<file path="src/rtl/matrix_stream_tx.sv">
// Streams one captured 8-bit matrix (up to 5x5) out of a packed 400-bit two-slot bus,
// element by element in row-major order with valid/ready handshaking.
module matrix_stream_tx (
    input  logic         clk,
    input  logic         reset,
    input  logic         start,
    input  logic         mat_sel,
    input  logic [2:0]   rows,
    input  logic [2:0]   cols,
    input  logic [399:0] matrices_in,
    input  logic         out_ready,
    input  logic         abort,
    output logic         out_valid,
    output logic [7:0]   out_data,
    output logic [2:0]   out_row,
    output logic [2:0]   out_col,
    output logic         out_eol,
    output logic         out_last,
    output logic         busy,
    output logic         done,
    output logic         err
);
    // state | meaning
    // IDLE  | waiting for start; outputs held at zero
    // SEND  | presenting captured elements, advancing on each accepted transfer
    // DONE  | one-cycle completion pulse, then back to IDLE
    typedef enum logic [1:0] {IDLE, SEND, DONE} state_t;

    state_t       state, state_nxt;
    logic [199:0] slot_q;
    logic [2:0]   rows_q, cols_q;
    logic [2:0]   row_q, col_q;
    logic         err_q;

    logic         dims_ok, accept, xfer, at_eol, at_last;
    logic [4:0]   elem_idx;
    logic [7:0]   elem_data;

    assign dims_ok  = (rows != 3'd0) && (rows <= 3'd5) && (cols != 3'd0) && (cols <= 3'd5);
    assign accept   = (state == IDLE) && start && dims_ok;
    // abort wins over a transfer offered in the same cycle
    assign xfer     = (state == SEND) && out_ready && !abort;
    assign at_eol   = (col_q == cols_q - 3'd1);
    assign at_last  = at_eol && (row_q == rows_q - 3'd1);
    assign elem_idx = 5'(row_q) * 5'd5 + 5'(col_q);

    always_comb begin
        elem_data = 8'd0;
        for (int i = 0; i < 25; i++) begin
            if (elem_idx == 5'(i)) elem_data = slot_q[i*8 +: 8];
        end
    end

    always_ff @(posedge clk or negedge reset) begin
        if (!reset) state <= IDLE;
        else        state <= state_nxt;
    end

    always_comb begin
        state_nxt = state;
        case (state)
            IDLE: if (accept) state_nxt = SEND;
            SEND: begin
                if (abort)               state_nxt = IDLE;
                else if (xfer && at_last) state_nxt = DONE;
            end
            DONE:    state_nxt = IDLE;
            default: state_nxt = IDLE;
        endcase
    end

    always_ff @(posedge clk or negedge reset) begin
        if (!reset) begin
            slot_q <= '0;
            rows_q <= 3'd0;
            cols_q <= 3'd0;
            row_q  <= 3'd0;
            col_q  <= 3'd0;
            err_q  <= 1'b0;
        end else begin
            err_q <= (state == IDLE) && start && !dims_ok;
            if (accept) begin
                slot_q <= mat_sel ? matrices_in[399:200] : matrices_in[199:0];
                rows_q <= rows;
                cols_q <= cols;
            end
            if (state != SEND) begin
                row_q <= 3'd0;
                col_q <= 3'd0;
            end else if (xfer) begin
                if (at_eol) begin
                    col_q <= 3'd0;
                    row_q <= row_q + 3'd1;
                end else begin
                    col_q <= col_q + 3'd1;
                end
            end
        end
    end

    always_comb begin
        busy      = (state == SEND);
        done      = (state == DONE);
        err       = err_q;
        out_valid = busy;
        out_data  = 8'd0;
        out_row   = 3'd0;
        out_col   = 3'd0;
        out_eol   = 1'b0;
        out_last  = 1'b0;
        if (busy) begin
            out_data = elem_data;
            out_row  = row_q;
            out_col  = col_q;
            out_eol  = at_eol;
            out_last = at_last;
        end
    end
endmodule

</file>
<file path="config.mk">
export PLATFORM = sky130hd
export DESIGN_NAME = matrix_stream_tx
export DESIGN_NICKNAME = d
export VERILOG_FILES = /design/src/rtl/matrix_stream_tx.sv
export SDC_FILE = /design/constraint.sdc
export NUM_CORES = 1
export LEC_CHECK = 0
export CAP_MARGIN = 0
export CORE_AREA = 5 5 164 166
export CTS_CLUSTER_SIZE = 30
export DETAILED_ROUTE_END_ITERATION = 8
export DIE_AREA = 0 0 169 171
export DONT_BUFFER_PORTS = 1
export GPL_TIMING_DRIVEN = 0
export PLACE_DENSITY = 0.77
export SYNTH_ARGS = -nofsm -noshare
export SYNTH_HDL_FRONTEND = slang
export SYNTH_SLANG_ARGS = --single-unit
</file>
<file path="constraint.sdc">
create_clock -name clk -period 4 [get_ports clk]
set_input_delay 1 -clock clk [delete_from_list [all_inputs] [get_ports clk]]
set_output_delay 1 -clock clk [all_outputs]
set_load 0.1 [all_outputs]
</file>
Word-level counts from Yosys, hierarchy flattened
Cells that the tools add are included.
Cells by class
  $add $sub $neg: 5
  $mul: 1
  $lt $le $gt $ge: 2
  equal/unequal tests: 31
  multiplexer cells: 41
  reductions and logical operators: 20
Operators by type and width (number)
  2-to-1 mux 8 bit: 26
  2-to-1 mux 200 bit: 1
  == test 5 bit (second input constant): 9
  == test 5 x 4 -> 1 bit (second input constant): 8
  2-to-1 mux 3 bit: 8
  == test 5 x 3 -> 1 bit (second input constant): 4
  == test 5 x 2 -> 1 bit (second input constant): 2
  logical AND 1 bit: 10
  adder 3 x 1 -> 3 bit (second input constant): 2
  == test 3 bit: 2
  less-or-equal comparator 3 bit (second input constant): 2
  2-to-1 mux 2 bit: 3
  nonzero test 3 bit: 2
  subtractor 3 x 1 -> 3 bit (second input constant): 2
  adder 5 x 3 -> 5 bit: 1
  == test 5 x 1 -> 1 bit (second input constant): 1
  zero test 5 bit: 1
  multiplier 3 x 3 -> 5 bit (second input constant): 1
  one-hot mux 2 bit (2 select lines): 1
  AND reduction 2 bit: 2
  nonzero test 2 bit: 2
  != test 3 x 2 -> 1 bit (second input constant): 1
  == test 2 x 1 -> 1 bit (second input constant): 1
  == test 2 bit (second input constant): 1
  other kinds (5): 7
Word-level totals
  register bits: 215
  output and inout bits: 20

Longest topological paths before layout
Gate-level depths: netlist of the first run.
  depth after elaboration: 29
  depth in mapped cells: 13

Worst setup path after synthesis of the first run
OpenSTA, ideal clock, no wires.
  path kind: register -> output
  start: register row_q[0]
  end: output port out_data[7]
  arrival: 4.997 ns
  data required time: 3.000 ns
  slack: -1.997 ns
  stages on the path, launching flop included: 12
  buffers on the path: 1
  cells stage by stage: dfrtp_1 ha_1 ha_1 fa_1 xor2_1 buf_2 nor2_1 o221ai_1 nand3_1 a221oi_1 o22a_1 o32ai_1
Between the ends
  longest elaborated chain between the ends: 29
  elaborated cells between the ends (all ways): 53
RTL lines
  start: declaration: line 32  | logic [2:0] row_q, col_q;
  start signal: assignment: line 93  | row_q <= row_q + 3'd1;
  multiplier 3 x 3 -> 5 bit (*): line 45  | assign elem_idx = 5'(row_q) * 5'd5 + 5'(col_q);
  adder 5 x 3 -> 5 bit (*): line 45
  zero test 5 bit: line 50  | if (elem_idx == 5'(i)) elem_data = slot_q[i*8 +: 8];
  2-to-1 mux 8 bit (24 in series): line 50
  2-to-1 mux 8 bit (*): line 50
  2-to-1 mux 8 bit (*): line 111  | if (busy) begin
  end: declaration: line 14  | output logic [7:0] out_data,
Every way passes the cells marked *; elsewhere a longest branch is shown, timed or not.

Worst setup path after layout of the first run
  start: register row_q[0]
  end: output port out_data[3]
Same word-level chain as after synthesis.

==> results_dict.tcl, run 1 <==
set metrics [dict create \
    finalWirelength_mm 46.0 \
    synthArstFlopShare_pct 100 \
    seq_area_frac_synth_pct 43.3 \
    critical_path_class "reg2out" \
    portBuffers 0 \
    rows 59 \
    netlist.area_leader.share_pct 43.3 \
    cts_buffers 23 \
    cts_num_sinks 215 \
    setup-violations-final 8 \
    cp-start-kind "flop" \
    slew_headroom_pct 24.2 \
    drt_iter0_drc 1091 \
    rsz0062_at_grt "true" \
    min_path_type "in2async" \
    reg2reg_slack_ns 1.25 \
    ys_ff_latch 215 \
    vias 10900 \
    antenna_found_initial 1 \
    syn_area_um2 12400 \
    synth_edf_count 0 \
    layout-area-overhead-vs-synth_pct 19.4 \
    grt_pass1_vias 10900 \
    finalMaxSlewViolations 0 \
    cts_root_buffer "clkbuf_16" \
    failed_checks "negative setup slack" \
    dieWidth_um 169 \
    clk_transition_reported_paths_ns 0.06 \
    layout-drive-gt1-share_pct 18.2 \
    period_share_pct 129 \
    gp_congestion 0.958 \
    worst-endpoint-required_ns 3.00 \
    diodes 0 \
    synth_area_per_cell_um2 9.30 \
    drt_first_pass_iters 6 \
    final_nets 1833 \
    grt_pass1_wl_mm 66.7 \
    yosysWarnings 0 \
    synthTopCellsByArea "dfrtp_1 43%, mux2i_1 17%, o21ai_0 9.5%" \
    skew_ns 0.0167 \
    die_y_um 171 \
    grtUsageTotal_pct 30.3 \
    cts_tree "done" \
    leakagePower_nw 6.62 \
    synth.distinct_cells 69 \
    ctsHoldBuffers 0 \
    tightest_slew_ns 1.13 \
    mappedNetlistNets 1760 \
    whs_ns 0.196 \
    drtAntennaViolNets 0 \
    power_density_nw_per_um2 476 \
    fin_cells 1758 \
    start_util_pct 48.8 \
    crit_fanout 7 \
    setup_ws_ns -1.15 \
    grt_max_degree 216 \
    max_freq_mhz 194 \
    ir_worst_vdd_uv 306 \
    hold_viol_final 0 \
    maxCapViolCount 0 \
    coreArea_um2 25500 \
    dp_cells 1670 \
    globalRoute.totalOverflow 0 \
    synthFlopType "dfrtp_1" \
    ioPinCount 432 \
    vias_per_cell 6.22 \
    synth_area_leader_cell "dfrtp_1" \
    dpl.hpwl_mm 35.2 \
    dieArea_um2 28900 \
    worstPathArrival_ns 4.15 \
    h-tree-depth 1 \
    fin_area_um2 14800 \
    synth_common_cells "236 x nand2_1, 236 x o21ai_0, 217 x mux2i_1, 215 x dfrtp_1, 68 x clkbuf_1" \
    clk_path_buf_depth 3 \
    outcome "finished, violations left" \
    insertion_delay_ns 0.52 \
    final_util_pct 58.2 \
    wl_per_cell_um 26.2 \
    syn_inst 1335 \
    period_minus_slack_ns 5.15 \
    drc 0 \
    dpl-instance-area_um2 13200 \
    critPathCaptureType "output port" \
]
[power breakdown]
| part | internal, mW | leakage [nW] | switching [mW] |
|---|---|---|---|
| clock | 1.20 | 0.352 | 0.870 |
| combinational | 0.694 | 3.59 | 1.06 |
| sequential | 2.76 | 2.67 | 0.468 |
[routing by layer]
layer	GRT usage, %	share of wire (%)	vias to the layer above
met1	40.3	40	5268
li1	-	-	4938
met2	50.5	48	608
met5	0	0	-
met4	8.65	3.4	0
met3	6.33	9.0	119
[critical path: stages (launching register included)]
cell	delay, ns
dfrtp_2	0.44
ha_4	0.28
ha_4	0.20
fa_2	0.63
clkinv_4	0.14
nor2_4	0.13
and3_4	0.19
buf_6	0.13
a32oi_2	0.08
a311o_1	0.45
a211oi_4	0.97
[stage by stage]
stage | setup WS (ns) | total power, mW | TNS [ns]
finish | -1.15 | 7.05 | -7.75
global route | -1.26 | 7.39 | -8.41
CTS | -1.13 | 7.00 | -7.39
detailed placement | -1.46 | 4.87 | -9.08
global placement | -1.45 | 4.81 | -9.63
floorplan | -0.409 | 4.27 | -1.16
[final timing paths]
path                                  from     endpoint  depth (start not counted)
worst max-delay path              row_q[0]  out_data[3]                         10
worst min-delay path                 reset   slot_q[48]                          0
worst max register to register    state[0]    slot_q[5]                          8
worst min register to register  slot_q[72]   slot_q[72]                          2
max in group asynchronous            reset     row_q[1]                          0
min in group clk                slot_q[72]   slot_q[72]                          2
[area by class of cell]
type | instances | area (um2)
Multi-Input combinational cell | 1004 | 7240
Clock buffer | 35 | 661
Buffer | 99 | 542
Sequential cell | 215 | 5390
Tap cell | 335 | 419
Inverter | 13 | 53.8
Fill cell | 2273 | 10600
Timing Repair Buffer | 52 | 467
Clock inverter | 5 | 53.8
[placed cells by master, fill, tap and decap left out, drive strengths merged, types with 8 or more instances in the layout]
cell type	count
and2	10
o21ai	238
mux2	19
nand3	19
a31oi	10
buf	87
nor2	48
clkbuf	99
nor3	9
a21oi	44
ha	12
inv	12
dfrtp	215
a221oi	10
mux4	8
mux2i	217
nand2	237
[registers in the layout (all words and copies together) (netlist names)]
signal / count
col_q: 3
row_q: 3
slot_q: 200
state: 2
rows_q: 3
err: 1
cols_q: 3
[timing repair]
action / CTS / global route
pin swaps: 37 / 32
gates resized for setup: 85 / 52
setup endpoints to repair: 9 / 14
buffers inserted: 34 / 18
gates cloned: 0 / 0
[cells by family (layout without fill, tap and decap cells)]
group / after synthesis / after routing / share of synthesized area [%]
compound gates: 380 / 380 / 17.8
fa+ha+maj: 13 / 13 / 1.37
buf+inv: 116 / 204 / 3.85
simple gates: 354 / 354 / 12.0
flops: 215 / 215 / 43.3
xor+xnor: 13 / 13 / 0.977
mux: 244 / 244 / 20.7
(Power assumes the default switching activity.)
==> run 2: changes to the inputs <==
--- a/config.mk
+++ b/config.mk
@@ -7,6 +7,7 @@
 export LEC_CHECK = 0
 export CAP_MARGIN = 0
 export CORE_AREA = 5 5 164 166
+export CTS_CLUSTER_DIAMETER = 200
 export CTS_CLUSTER_SIZE = 30
 export DETAILED_ROUTE_END_ITERATION = 8
 export DIE_AREA = 0 0 169 171
==> run 2 against run 1 <==
Effect of this change:
- the flow still finishes with violations (negative setup slack)
- via count down 1.4%
- setup slack worse by 0.0057 ns
- sequential power about the same
- critical path depth is the same
- total power fell by 12%
- sequential share of layout area grew 1.2 points
- worst hold slack improved by 0.021 ns
- global-route usage down 0.29 points
- final area fell by 3.3%
- utilization is 1.9 points lower
- critical path type unchanged
- largest cell class unchanged
==> results_dict.tcl, run 2 (synthesized netlist as in run 1, its figures left out) <==
set metrics [dict create \
    drc 0 \
    clk_path_buf_depth 3 \
    grt_pass1_vias 10800 \
    largest_reg_flops 200 \
    h-tree-depth 1 \
    finalMaxSlewViolations 0 \
    skew_ns 0.0353 \
    reg2reg_slack_ns 1.20 \
    grtUsageTotal_pct 30.0 \
    critPathCaptureType "output port" \
    leakagePower_nw 6.39 \
    globalRoute.totalOverflow 0 \
    worst-endpoint-required_ns 3.00 \
    drt_iter0_drc 1151 \
    maxCapViolCount 0 \
    cts_num_sinks 215 \
    tightest_slew_ns 1.15 \
    period_share_pct 129 \
    vias 10800 \
    gp_congestion 0.958 \
    grt_pass1_wl_mm 65.9 \
    critical_path_class "reg2out" \
    portBuffers 0 \
    whs_ns 0.217 \
    insertion_delay_ns 0.48 \
    cts_buffers 11 \
    cts_root_buffer "clkbuf_16" \
    max_freq_mhz 194 \
    clk_transition_reported_paths_ns 0.12 \
    antenna_found_initial 1 \
    worstPathArrival_ns 4.16 \
    largest_register "slot_q" \
    start_util_pct 48.8 \
    crit_path_end "out_data[3]" \
    rr_endpoint "slot_q[0]" \
    layout-area-overhead-vs-synth_pct 15.5 \
    mostFrequentLayoutCells "231 x nand2_1, 230 x o21ai_0, 217 x mux2i_1" \
    min_path_type "in2async" \
    rsz0062_at_grt "true" \
    r2r_cells 8 \
    period_minus_slack_ns 5.16 \
    dieWidth_um 169 \
    hold_viol_final 0 \
    coreArea_um2 25500 \
    dpl.hpwl_mm 35.2 \
    pre_cts_ws_ns -1.46 \
    vias_per_cell 6.25 \
    startpoint "row_q[0]" \
    grt_max_degree 216 \
    die_y_um 171 \
    slew_headroom_pct 23.5 \
    cp-start-kind "flop" \
    drtAntennaViolNets 0 \
    dieArea_um2 28900 \
    failed_checks "negative setup slack" \
    layout-drive-gt1-share_pct 16.6 \
    crit_fanout 6 \
    final_util_pct 56.3 \
    outcome "finished, violations left" \
    rows 59 \
    setup-violations-final 8 \
    final_nets 1814 \
    rr_startpoint "state[0]" \
    drt_first_pass_iters 5 \
    ioPinCount 432 \
    ir_worst_vdd_uv 293 \
    setup_ws_ns -1.16 \
    power_density_nw_per_um2 433 \
    final_common_cell "nand2_1" \
    finalWirelength_mm 45.7 \
    diodes 0 \
    cts_tree "done" \
    wl_per_cell_um 26.5 \
]
==> run 2: cell count changes in the layout (fill, tap and decap cells not counted), sizes merged <==
| cell | previous run | this run |
|---|---|---|
| clkbuf | 99 | 77 |
| buf | 87 | 78 |
| clkinv | 5 | 2 |
| bufbuf | 0 | 1 |
| bufinv | 1 | 0 |
==> run 2: routing by layer <==
layer  share of wire (%)  track usage (%)  routed length [um]  vias to the layer above
met5                   0                0                   0                        -
met4                 3.2             8.37                1470                        0
met3                 9.0             5.73                4110                      103
met2                  48             50.0               21800                      581
met1                  40             40.4               18300                     5212
li1                    -                -                   -                     4879
==> run 2: how the worst min path moves through the flow <==
stage | cells past startpoint | end
floorplan | 2 | slot_q[68]
global placement | 2 | slot_q[94]
detailed placement | 2 | slot_q[125]
CTS | 0 | slot_q[43]
global route | 0 | slot_q[25]
finish | 0 | slot_q[29]
==> run 2: layout make-up <==
| type | instances | area [um2] |
|---|---|---|
| multi-input combinational | 1004 | 7220 |
| sequential | 215 | 5390 |
| clock inverter | 1 | 30.0 |
| inverter | 13 | 53.8 |
| timing repair buffer | 46 | 423 |
| clock buffer | 12 | 279 |
| tap | 335 | 419 |
| fill | 2329 | 11100 |
| buffer | 98 | 523 |
==> run 2: power by group <==
part	leakage [nW]	internal (mW)	total, mW	switching, mW
logic	3.57	0.690	1.75	1.06
registers	2.67	2.75	3.21	0.463
clock network	0.148	0.520	1.24	0.725
total	6.39	3.96	6.21	2.25
==> run 2: stage by stage <==
stage	TNS, ns	power (mW)	instances	cell area, um2
6_report	-8.16	6.21	1724	14300
5_1_grt	-8.76	6.52	1724	14300
4_1_cts	-7.72	6.17	1715	14100
3_5_place_dp	-9.08	4.87	1670	13200
3_3_place_gp	-9.63	4.81	1670	13200
2_1_floorplan	-1.16	4.27	1335	12800
==> run 2: timing repair <==
action / CTS / global route
pin swaps: 35 / 37
gates resized for setup: 83 / 38
hold buffers: 0 / 0
setup endpoints to repair: 9 / 14
gates cloned: 1 / 0
setup buffers: 35 / 11
==> run 2: worst max-delay path, stage by stage, from the launching register on <==
cell and delay [ns]:
dfrtp_2 0.46, ha_4 0.28, ha_4 0.20, fa_2 0.45, xor2_4 0.20, buf_8 0.16
nand2_8 0.05, nor3_4 0.27, a32oi_2 0.18, a311o_1 0.45, a211oi_4 0.97
==> run 3: changes to the inputs <==
--- a/config.mk
+++ b/config.mk
@@ -7,6 +7,7 @@
 export LEC_CHECK = 0
 export CAP_MARGIN = 0
 export CORE_AREA = 5 5 164 166
+export CTS_BUF_LIST = sky130_fd_sc_hd__clkbuf_4
 export CTS_CLUSTER_DIAMETER = 200
 export CTS_CLUSTER_SIZE = 30
 export DETAILED_ROUTE_END_ITERATION = 8
==> run 3 against run 2 <==
Effect of this change:
- the flow finishes with violations (negative hold slack, negative setup slack)
- die area did not move
- utilization increased by 0.093 points
- non-clock buffer count increased by 8
- clock power fell by 32%
- final area is 0.17% higher
- largest power group unchanged
==> results_dict.tcl, run 3 (synthesized netlist as in run 1, its figures left out) <==
set metrics [dict create \
    vias_per_cell 6.31 \
    failed_checks "negative hold slack, negative setup slack" \
    period_share_pct 137 \
    fin_tns_setup_ns -9.97 \
    grt_max_degree 216 \
    regArea_um2 5390 \
    cts_tree "done" \
    drt_iter0_drc 1144 \
    multi_input_comb_area_um2 7330 \
    rsz0062_at_grt "true" \
    worstPathArrival_ns 4.47 \
    ir_worst_vdd_uv 197 \
    rr_startpoint "state[0]" \
    leakagePower_nw 6.38 \
    setup_ws_ns -1.47 \
    whs_ns -0.0612 \
    insertion_delay_ns 0.70 \
    dieArea_um2 28900 \
    period_minus_slack_ns 5.47 \
    maxCapViolCount 0 \
    layout-drive-gt1-share_pct 18.1 \
    worst-endpoint-required_ns 3.00 \
    ioPinCount 432 \
    rows 59 \
    slew_headroom_pct 21.6 \
    critPathCaptureType "output port" \
    dpl.hpwl_mm 35.2 \
    fin_cells 1733 \
    path_cells "ha_4 -> ha_4 -> fa_2 -> buf_12 -> buf_8 -> a221oi_1 -> a21oi_1 -> a22oi_1 -> a311o_1 -> a211oi_4" \
    gp_congestion 0.958 \
    largest_reg_flops 200 \
    max_freq_mhz 183 \
    coreArea_um2 25500 \
    critical_path_class "reg2out" \
    vias 10900 \
    drc 0 \
    tightest_slew_ns 1.18 \
    drtAntennaViolNets 0 \
    final_nets 1822 \
    intPower_mw 3.60 \
    clk_path_buf_depth 3 \
    total_power_mw 5.83 \
    path_buf_inv 2 \
    cpMostUsedCell "ha_4" \
    start_util_pct 48.8 \
    globalRoute.totalOverflow 0 \
    setup-violations-final 8 \
    pre_cts_ws_ns -1.46 \
    largest_register "slot_q" \
    cp_top_family "compound AO/OA/AOI/OAI gates" \
    layout-area-overhead-vs-synth_pct 15.6 \
    drt_first_pass_iters 5 \
    clk_transition_reported_paths_ns 0.31 \
    cp-start-kind "flop" \
    skew_ns 0.0960 \
    crit_fanout 10 \
    cts_num_sinks 215 \
    die_y_um 171 \
    finalMaxSlewViolations 0 \
    fillers 2323 \
    combPwrFrac_pct 30.5 \
    reg2reg_slack_ns 1.19 \
    grtUsageTotal_pct 29.7 \
    final_common_cell "nand2_1" \
    portBuffers 0 \
    r2r_cells 8 \
    critPathSlowestCell "a211oi_4" \
    rr_endpoint "slot_q[5]" \
    clockPowerShare_pct 14.4 \
    grt_pass1_wl_mm 65.3 \
    dieWidth_um 169 \
    power_density_nw_per_um2 406 \
    wl_per_cell_um 26.4 \
    dp_cells 1670 \
    grt_pass1_vias 10800 \
    outcome "finished, violations left" \
    antenna_found_initial 4 \
    hold_viol_final 210 \
    power.share.switching_pct 38.3 \
    cts_buffers 11 \
    finalWirelength_mm 45.7 \
    seq_power_share_pct 55.2 \
    h-tree-depth 1 \
    cpPeakStageDelay_ns 0.97 \
    mostFrequentLayoutCells "230 x nand2_1, 227 x o21ai_0, 217 x mux2i_1" \
    min_path_type "in2async" \
    cts_root_buffer "clkbuf_4" \
    power.switching_mw 2.23 \
]
[run 3: cell types whose count changed in the layout (fill, tap and decap cells not counted), sizes merged]
cell    before  now
buf         78   87
bufbuf       1    0
diode        0    1
[run 3: final cells by class]
cell class              instances  share of cell area (%)
repair buffers                 55                    3.59
multi-input cells            1004                    51.0
diodes                          1                  0.0174
well taps                     335                    2.92
flip-flops and latches        215                    37.5
inverters                      13                   0.375
clock inverters                 1                   0.209
clock buffers                  12                   0.627
plain buffers                  97                    3.71
[run 3: power by group through the flow]
| stage | Sequential, mW | Combinational [mW] | Clock (mW) |
|---|---|---|---|
| after global placement | 3.22 | 1.59 | 0 |
| after global routing | 3.26 | 1.95 | 0.912 |
| after CTS | 3.20 | 1.72 | 0.849 |
| after floorplan | 3.02 | 1.25 | 0 |
| after detailed placement | 3.23 | 1.64 | 0 |
| final | 3.22 | 1.78 | 0.839 |
[run 3: worst max-delay path by stage]
| stage | slack [ns] | depth (start not counted) | from | end |
|---|---|---|---|---|
| after floorplan | -0.41 | 11 | row_q[2] | out_data[3] |
| after global placement | -1.45 | 10 | row_q[1] | out_data[3] |
| after detailed placement | -1.46 | 10 | row_q[1] | out_data[3] |
| after CTS | -1.41 | 11 | row_q[0] | out_data[3] |
| after global routing | -1.55 | 9 | col_q[0] | out_data[3] |
| final | -1.47 | 10 | row_q[0] | out_data[3] |
[run 3: repair_timing]
action                                  4_1_cts  5_1_grt
pin swaps                                    38       40
setup buffers                                37       18
hold endpoints to repair                    210      210
endpoints found under the setup margin       15       16
gates resized for setup                     105       60
[run 3: metal layers]
layer	global-route usage, %	wire length [um]	part of all wire [%]	vias up
met3	5.96	4120	9.0	110
met2	49.2	21700	47	622
met4	8.65	1460	3.2	4
met1	40.0	18400	40	5305
met5	0	62	0.14	-
li1	-	-	-	4896
[run 3: worst reg2reg max path, stage by stage, from the launching register on]
cell      delay, ns
dfrtp_1        0.46
nor2_1         0.08
nand3_1        0.15
buf_2          0.32
clkbuf_1       0.45
clkbuf_1       0.68
clkbuf_1       0.44
nand2_1        0.10
o21ai_0        0.08
[run 3: metrics by stage]
stage	instance area, um2	utilization, %	hold WS [ns]
after floorplan	12800	-	0.442
after detailed placement	13200	51.7	0.467
after CTS	14000	54.8	-0.0790
after global placement	13200	51.7	0.460
after global routing	14400	56.4	-0.0947
final	14400	56.4	-0.0612
